--- src/rtl/ds_frame_ctrl.sv ---
// Frame sequencer for the downscale datapath: walks the frame buffer with credit-throttled reads
// and buffers downscaler output in a small FIFO. DS_FRAME_STATS_EN adds per-frame pop statistics.
module ds_frame_ctrl #(
    parameter int SRC_PIX    = 65536,
    parameter int ADDR_W     = 17,
    parameter int DATA_W     = 16,
    parameter int RD_LAT     = 1,
    parameter int SCL_LAT    = 1,
    parameter int FIFO_DEPTH = 8,
    parameter int EXP_OUT    = 9216
) (
    input  logic              clk,
    input  logic              rst_n,
    input  logic              start,
    output logic              busy,
    output logic              done,
    output logic [ADDR_W-1:0] bram_addr,
    output logic              bram_en,
    output logic              scl_rst_n,
    input  logic              scl_wr_en,
    input  logic [DATA_W-1:0] scl_pix,
    output logic              out_valid,
    output logic [DATA_W-1:0] out_data,
    input  logic              out_ready
`ifdef DS_FRAME_STATS_EN
    ,
    output logic [15:0]       out_cnt,
    output logic              cnt_err
`endif
);

    localparam int LAT   = RD_LAT + SCL_LAT;
    localparam int PTR_W = $clog2(FIFO_DEPTH);
    localparam int CNT_W = PTR_W + 1;
    localparam int SUM_W = $clog2(FIFO_DEPTH + LAT + 1) + 1;
    localparam logic [ADDR_W-1:0] LAST_ADDR = ADDR_W'(SRC_PIX - 1);

    if (FIFO_DEPTH < 2 || (FIFO_DEPTH & (FIFO_DEPTH - 1)) != 0 || EXP_OUT < 0) begin : g_bad_cfg
        $error("ds_frame_ctrl: FIFO_DEPTH must be a power of 2 >= 2 and EXP_OUT non-negative");
    end

    typedef enum logic [2:0] {S_IDLE, S_CLR, S_RUN, S_DRAIN, S_DONE} state_t;

    state_t            state_q, state_d;
    logic [ADDR_W-1:0] addr_q, addr_d;
    logic [LAT-1:0]    infl_q, infl_d;
    logic [PTR_W-1:0]  wr_ptr_q, wr_ptr_d, rd_ptr_q, rd_ptr_d;
    logic [CNT_W-1:0]  cnt_q, cnt_d;
    logic [DATA_W-1:0] mem_q [FIFO_DEPTH];
    logic [SUM_W-1:0]  inflight;
    logic              issue, push, pop;

    // Every read in the pipe may still turn into a pixel, so reserve a FIFO slot for each.
    always_comb begin
        inflight = '0;
        for (int i = 0; i < LAT; i++) inflight = inflight + SUM_W'(infl_q[i]);
    end

    assign issue     = (state_q == S_RUN) && ((SUM_W'(cnt_q) + inflight) < SUM_W'(FIFO_DEPTH));
    assign push      = scl_wr_en && (state_q == S_RUN || state_q == S_DRAIN);
    assign out_valid = (cnt_q != '0);
    assign pop       = out_valid && out_ready;

    always_comb begin
        infl_d[0] = issue;
        for (int i = 1; i < LAT; i++) infl_d[i] = infl_q[i-1];
    end

    always_comb begin
        state_d  = state_q;
        addr_d   = addr_q;
        wr_ptr_d = push ? wr_ptr_q + PTR_W'(1) : wr_ptr_q;
        rd_ptr_d = pop  ? rd_ptr_q + PTR_W'(1) : rd_ptr_q;
        cnt_d    = cnt_q + CNT_W'(push) - CNT_W'(pop);
        case (state_q)
            S_IDLE:  if (start) state_d = S_CLR;
            S_CLR: begin
                addr_d   = '0;
                wr_ptr_d = '0;
                rd_ptr_d = '0;
                cnt_d    = '0;
                state_d  = S_RUN;
            end
            S_RUN: begin
                if (issue) begin
                    if (addr_q == LAST_ADDR) state_d = S_DRAIN;
                    else                     addr_d  = addr_q + ADDR_W'(1);
                end
            end
            S_DRAIN: if (inflight == '0 && cnt_q == '0) state_d = S_DONE;
            S_DONE:  state_d = S_IDLE;
            default: state_d = S_IDLE;
        endcase
    end

    always_ff @(posedge clk or negedge rst_n) begin
        if (!rst_n) begin
            state_q  <= S_IDLE;
            addr_q   <= '0;
            infl_q   <= '0;
            wr_ptr_q <= '0;
            rd_ptr_q <= '0;
            cnt_q    <= '0;
        end else begin
            state_q  <= state_d;
            addr_q   <= addr_d;
            infl_q   <= infl_d;
            wr_ptr_q <= wr_ptr_d;
            rd_ptr_q <= rd_ptr_d;
            cnt_q    <= cnt_d;
        end
    end

    // Storage needs no reset: occupancy alone decides what is valid.
    always_ff @(posedge clk) begin
        if (push) mem_q[wr_ptr_q] <= scl_pix;
    end

    assign out_data  = mem_q[rd_ptr_q];
    assign busy      = (state_q == S_CLR) || (state_q == S_RUN) || (state_q == S_DRAIN);
    assign done      = (state_q == S_DONE);
    assign scl_rst_n = (state_q == S_RUN) || (state_q == S_DRAIN);
    assign bram_en   = issue;
    assign bram_addr = addr_q;

`ifdef DS_FRAME_STATS_EN
    logic [15:0] out_cnt_q, out_cnt_d;
    logic        cnt_err_q, cnt_err_d;

    always_comb begin
        out_cnt_d = out_cnt_q;
        cnt_err_d = cnt_err_q;
        if (state_q == S_CLR) begin
            out_cnt_d = '0;
            cnt_err_d = 1'b0;
        end else if (pop && out_cnt_q != 16'hFFFF) begin
            out_cnt_d = out_cnt_q + 16'd1;
        end
        if (state_q == S_DONE && out_cnt_q != 16'(EXP_OUT)) cnt_err_d = 1'b1;
    end

    always_ff @(posedge clk or negedge rst_n) begin
        if (!rst_n) begin
            out_cnt_q <= '0;
            cnt_err_q <= 1'b0;
        end else begin
            out_cnt_q <= out_cnt_d;
            cnt_err_q <= cnt_err_d;
        end
    end

    assign out_cnt = out_cnt_q;
    assign cnt_err = cnt_err_q;
`endif

endmodule

--- config.mk ---
export PLATFORM = sky130hd
export DESIGN_NAME = ds_frame_ctrl
export DESIGN_NICKNAME = d
export VERILOG_FILES = /design/src/rtl/ds_frame_ctrl.sv
export SDC_FILE = /design/constraint.sdc
export NUM_CORES = 1
export LEC_CHECK = 0
export CORE_MARGIN = 4
export CORE_UTILIZATION = 40
export CTS_CLUSTER_DIAMETER = 30
export DETAILED_ROUTE_END_ITERATION = 10
export DONT_BUFFER_PORTS = 1
export GPL_TIMING_DRIVEN = 0
export HOLD_SLACK_MARGIN = 0.02
export PLACE_DENSITY_LB_ADDON = 0.05
export SLEW_MARGIN = 30
export SYNTH_ARGS = -nofsm -noshare
export SYNTH_HDL_FRONTEND = slang
export SYNTH_SLANG_ARGS = --single-unit
--- constraint.sdc ---
create_clock -name clk -period 3 [get_ports clk]
set_input_delay 0.6 -clock clk [delete_from_list [all_inputs] [get_ports clk]]
set_output_delay 0.6 -clock clk [all_outputs]
set_load 0.005 [all_outputs]
---- Word level (Yosys, flattened, before mapping) ----
Memories as Yosys holds them, arrays and structs flattened.
Cells that the tools add are included.
operators by class
  add/subtract/negate cells ............... 7
  magnitude comparators ................... 1
  eq/ne operators ......................... 10
  multiplexer cells ....................... 15
  reductions and logical operators ........ 16
operator list
  kind                                                                   number
  17-bit two-way mux                                                     2
  17-bit one-hot mux with 2 select lines                                 1
  3-bit two-way mux                                                      8
  17-bit by 1-bit adder with 17-bit output (second input constant)       1
  17-bit by 16-bit == test with 1-bit output (second input constant)     1
  3-bit one-hot mux with 4 select lines                                  1
  2-bit inequality test (second input constant)                          4
  3-bit by 1-bit adder with 3-bit output (second input constant)         2
  3-bit by 2-bit == test with 1-bit output (second input constant)       2
  2-bit nonzero test                                                     3
  4-bit by 2-bit adder with 5-bit output                                 1
  5-bit logical NOT                                                      1
  5-bit by 4-bit < comparator with 1-bit output (second input constant)  1
  4-bit by 1-bit adder with 4-bit output                                 1
  1-bit logical AND                                                      4
  4-bit logical NOT                                                      1
  4-bit two-way mux                                                      1
  4-bit AND reduction                                                    1
  4-bit nonzero test                                                     1
  4-bit by 1-bit subtractor with 4-bit output                            1
  3-bit by 1-bit == test with 1-bit output (second input constant)       1
  3-bit == test (second input constant)                                  1
  3-bit logical NOT                                                      1
  1-bit logical OR                                                       3
  other kinds (4)                                                        5
word-level totals
  register bits after elaboration ......... 32
  memory bits (writable) .................. 128
  output and inout bits ................... 38
  memories ................................ 1
memories
  name   words  width  read ports  clocked after Yosys merged registers in  wr ports  line  text
  mem_q  8      16     1           0                                        1         49    logic [DATA_W-1:0] mem_q [FIFO_DEPTH];

---- Depth between registers and ports, before layout ----
  depth in word-level cells ............... 6
  gate-level depth with buffers ........... 11
  mapped depth without buffers ............ 11

---- Worst setup path after synthesis ----
Ideal clock, no wire load.
  path kind ............................... register to register
  from .................................... reg state_q[1]
  to ...................................... mem mem_q[0][0], enable pin
  setup time .............................. 0.409 ns
  data arrival time ....................... 2.113 ns
  slack ................................... 0.477 ns
  cell stages (with the launch flop) ...... 5
  cells stage by stage .................... dfrtp_1 > nor2b_1 > and2_1 > nand2b_1 > nor3_1
on the way
  longest elaborated chain between the ends .. 5
  elaborated cells on any way between the ends .. 6
ends and longest elaborated chain
  what                                         line  text
  start, declared                              44    state_t state_q, state_d;
  start signal, assigned                       105   state_q <= state_d;
  3-bit by 2-bit == test with 1-bit output     -
  1-bit logical OR (*)                         -
  via scl_rst_n                                19    output logic scl_rst_n,
  1-bit logical AND (*)                        60    assign push = scl_wr_en && (state_q == S_RUN || state_q == S_DRAIN);
  1-bit two-way mux (*)                        116   if (push) mem_q[wr_ptr_q] <= scl_pix;
  1-bit two-way mux (not written as such) (*)  116
  end, declared                                49
Mark *: on every way through the listed nets, which the timed path passes. The rest lies on a longest branch.

---- Worst setup path after layout ----
  from .................................... reg infl_q[0]
  to ...................................... out bram_en
on the way
  longest elaborated chain between the ends .. 4
ends and longest elaborated chain
  what                                           line  text
  start, declared                                46    logic [LAT-1:0] infl_q, infl_d;
  start signal, assigned                         107   infl_q <= infl_d;
  1-bit by 1-bit adder with 2-bit output         56    for (int i = 0; i < LAT; i++) inflight = inflight + SUM_W'(infl_q[i]);
  4-bit by 2-bit adder with 5-bit output         59    assign issue = (state_q == S_RUN) && ((SUM_W'(cnt_q) + inflight) < SUM_W'(FIFO_DEPTH));
  5-bit by 4-bit < comparator with 1-bit output  59
  1-bit logical AND                              59
  end, declared                                  18    output logic bram_en,
No other way between the ends.

==> flow_metrics.tcl <==
set metrics [dict create \
    outcome "finished, final reports clean" \
    p_per_area_nw_per_um2 931.6 \
    hold_class "in2reg" \
    max_cap_viol_count 0 \
    synthCells 395 \
    slew_viol_final 0 \
    synth_ff_type "edfxtp_1" \
    pwr-share-comb 0.300 \
    netlist-cell-type-count 43 \
    clock_latency_ns 0.41 \
    diodes 0 \
    synth_edf_count 128 \
    syn_nets 430 \
    max-vdd-ir-drop_mv 0.4589 \
    die_area_um2 18870 \
    cp_max_fo 9 \
    swShare 0.3004 \
    syn_avg_cell_area_um2 16.95 \
    postRouteAntennaNets 0 \
    final_common_cell "edfxtp_1" \
    synth_xor_area_frac 0.006540 \
    clock-sinks 160 \
    cts_buffer_depth 2 \
    grt_util_all_layers 0.1597 \
    io_pins 59 \
    die_y_um 137.4 \
    drt_first_pass_iters 4 \
    skew_ns 0.006917 \
    vias_per_cell 5.394 \
    gr-total-overflow 0 \
    synthArstFlopShare 0.2000 \
    power_frac_seq 0.408 \
    ys_warn_count 0 \
    h-tree-depth 4 \
    clock_power_share 0.292 \
    maxSlewHeadroom 0.4893 \
    rows 47 \
    antenna_found_initial 0 \
    internal_power_uw 4991 \
    grt_pass1_vias 3755 \
    synthSimpleGateAreaFrac 0.07698 \
    die_w_um 137.4 \
    worstMarginPinSlew_ns 0.7619 \
    worstSetupEndpointType "primary output" \
    grt_pass1_wl_um 21860 \
    cp.required_ns 2.40 \
    cts_setup_buffers 0 \
    crit_path_start_kind "flop" \
    grt_max_degree 33 \
    drc 0 \
    grt_setup_unrepaired "false" \
    seqCellArea_um2 4644 \
    cts_made_buffers 17 \
    crit_type "reg2out" \
    synth_compound_area_frac 0.03475 \
    cts_tree "yes" \
    dr.first_iter.drc_count 192 \
    switchingPower_uw 2143 \
    min_period_ns 2.859 \
    start_util 0.4067 \
    cellLeakagePower_uw 0.002705 \
    seq_area_frac_synth 0.6936 \
    portBuffers 0 \
    path_clk_slew_ns 0.06 \
    synth_seq_cells 160 \
    netlist_area_um2 6696 \
    drive_gt1_frac 0.2378 \
    critPathArrivalTime_ns 2.26 \
    fin_nets 453 \
    fill_cells 1438 \
    core_area_um2 16470 \
    wl_um 13820 \
    hold_violations 0 \
    cts_root_buffer "clkbuf_16" \
    syn_to_final_growth_pct 14.35 \
    whs_ns 0.2783 \
    synth_fa_ha_area_frac 0.02728 \
    wl_per_cell_um 21.30 \
    final_cell_mix "edfxtp_1, mux4_2, dfrtp_1" \
    post_dp_cell_area_um2 7057 \
    multi_input_area_um2 1984 \
    place_congestion 0.7545 \
    synth_top_family_by_area "multiplexers" \
    vias 3501 \
    design_area_um2 7657 \
    dp_hpwl_um 8752 \
    muxShareOfSynthArea 0.1422 \
    finalSetupViolCount 0 \
    max_freq_mhz 349.8 \
    fin_crit_sh 0.9529 \
]
## stage by stage
step	instances	worst slack [ns]	utilization	total power, µW	TNS (ns)
6_report	649	0.1412	0.4650	7134	0
5_1_grt	649	0.004431	0.4650	7575	0
4_1_cts	651	0.03200	0.4655	7270	0
3_5_place_dp	619	0.1063	0.4286	5123	0
3_3_place_gp	615	-0.9973	0.4234	5035	-36.87
2_1_floorplan	395	0.4775	-	4485	0
## critical path, cell delays in order, from the launching register on
cell and delay [ns]:
dfrtp_1 0.40, ha_1 0.21, ha_1 0.29, a311o_1 0.37, o41ai_2 0.08, or2_2 0.31
and2_4 0.20
## final cells by class
| type | instances | area share |
|---|---|---|
| sequential | 160 | 0.6065 |
| multi-input combinational | 205 | 0.2592 |
| clock buffer | 20 | 0.05703 |
| tap | 220 | 0.03595 |
| clock inverter | 10 | 0.01569 |
| buffer | 14 | 0.01095 |
| timing repair buffer | 6 | 0.007843 |
| inverter | 14 | 0.006863 |
## power groups by stage
stage / Clock [µW] / Sequential, µW / Combinational, µW
floorplan: 0 / 2890 / 1600
global placement: 0 / 2940 / 2100
detailed placement: 0 / 2940 / 2180
CTS: 2130 / 2900 / 2240
global route: 2230 / 2960 / 2390
finish: 2080 / 2910 / 2140
## registers in the layout, indices dropped and copies added, names as in the netlist
name and cells:
bram_addr 17, cnt_q 4, infl_q 2, mem_q 128, rd_ptr_q 3, state_q 3
wr_ptr_q 3
## path summary, 6_finish.rpt
kind	start	endpoint	slack, ns	depth (start not counted)
worst max-delay path	infl_q[0]	bram_en	0.14	6
worst min-delay path	scl_pix[6]	mem_q[5][6]	0.28	0
worst max register to register	cnt_q[2]	cnt_q[2]	0.26	10
worst min register to register	infl_q[0]	infl_q[1]	0.42	0
max in group asynchronous	rst_n	rd_ptr_q[1]	2.19	2
min in group asynchronous	rst_n	bram_addr[7]	0.63	2
## synthesized netlist by cell type, types with 5 or more instances
library cell / n / area share
edfxtp_1: 128 / 0.57
ha_1: 13 / 0.024
a21oi_1: 8 / 0.0060
and2_1: 8 / 0.0075
clkbuf_1: 10 / 0.0056
dfrtp_1: 32 / 0.12
nand3_1: 16 / 0.012
nand2_1: 21 / 0.012
mux4_2: 32 / 0.11
and3_1: 5 / 0.0047
mux2_2: 17 / 0.029
inv_1: 14 / 0.0078
a31oi_1: 7 / 0.0065
nor3_1: 7 / 0.0052
nor2_1: 18 / 0.010
## timing repair
action	CTS	global route
resized for setup	9	2
setup endpoints to repair	17	24
endpoints found under the hold margin	32	0
hold buffers	2	0
## per-layer routing
metal	wire (µm)	track usage	part of all wire
met3	823	0.05332	0.060
met5	0	0	0
met2	6863	0.2579	0.50
met1	5992	0.2078	0.43
met4	141	0.04324	0.010
## kinds of logic (layout without fill, tap and decap cells)
kind of cell	count (synthesis)	after routing
AOI/OAI and AO/OA	35	35
xor gates and xnor gates	5	5
adders and majority gates	14	14
buffers and inverters	30	64
DFF	160	160
muxes	53	53
and+or+nand+nor	98	98
Note: power is estimated with default switching activity, not from simulation.
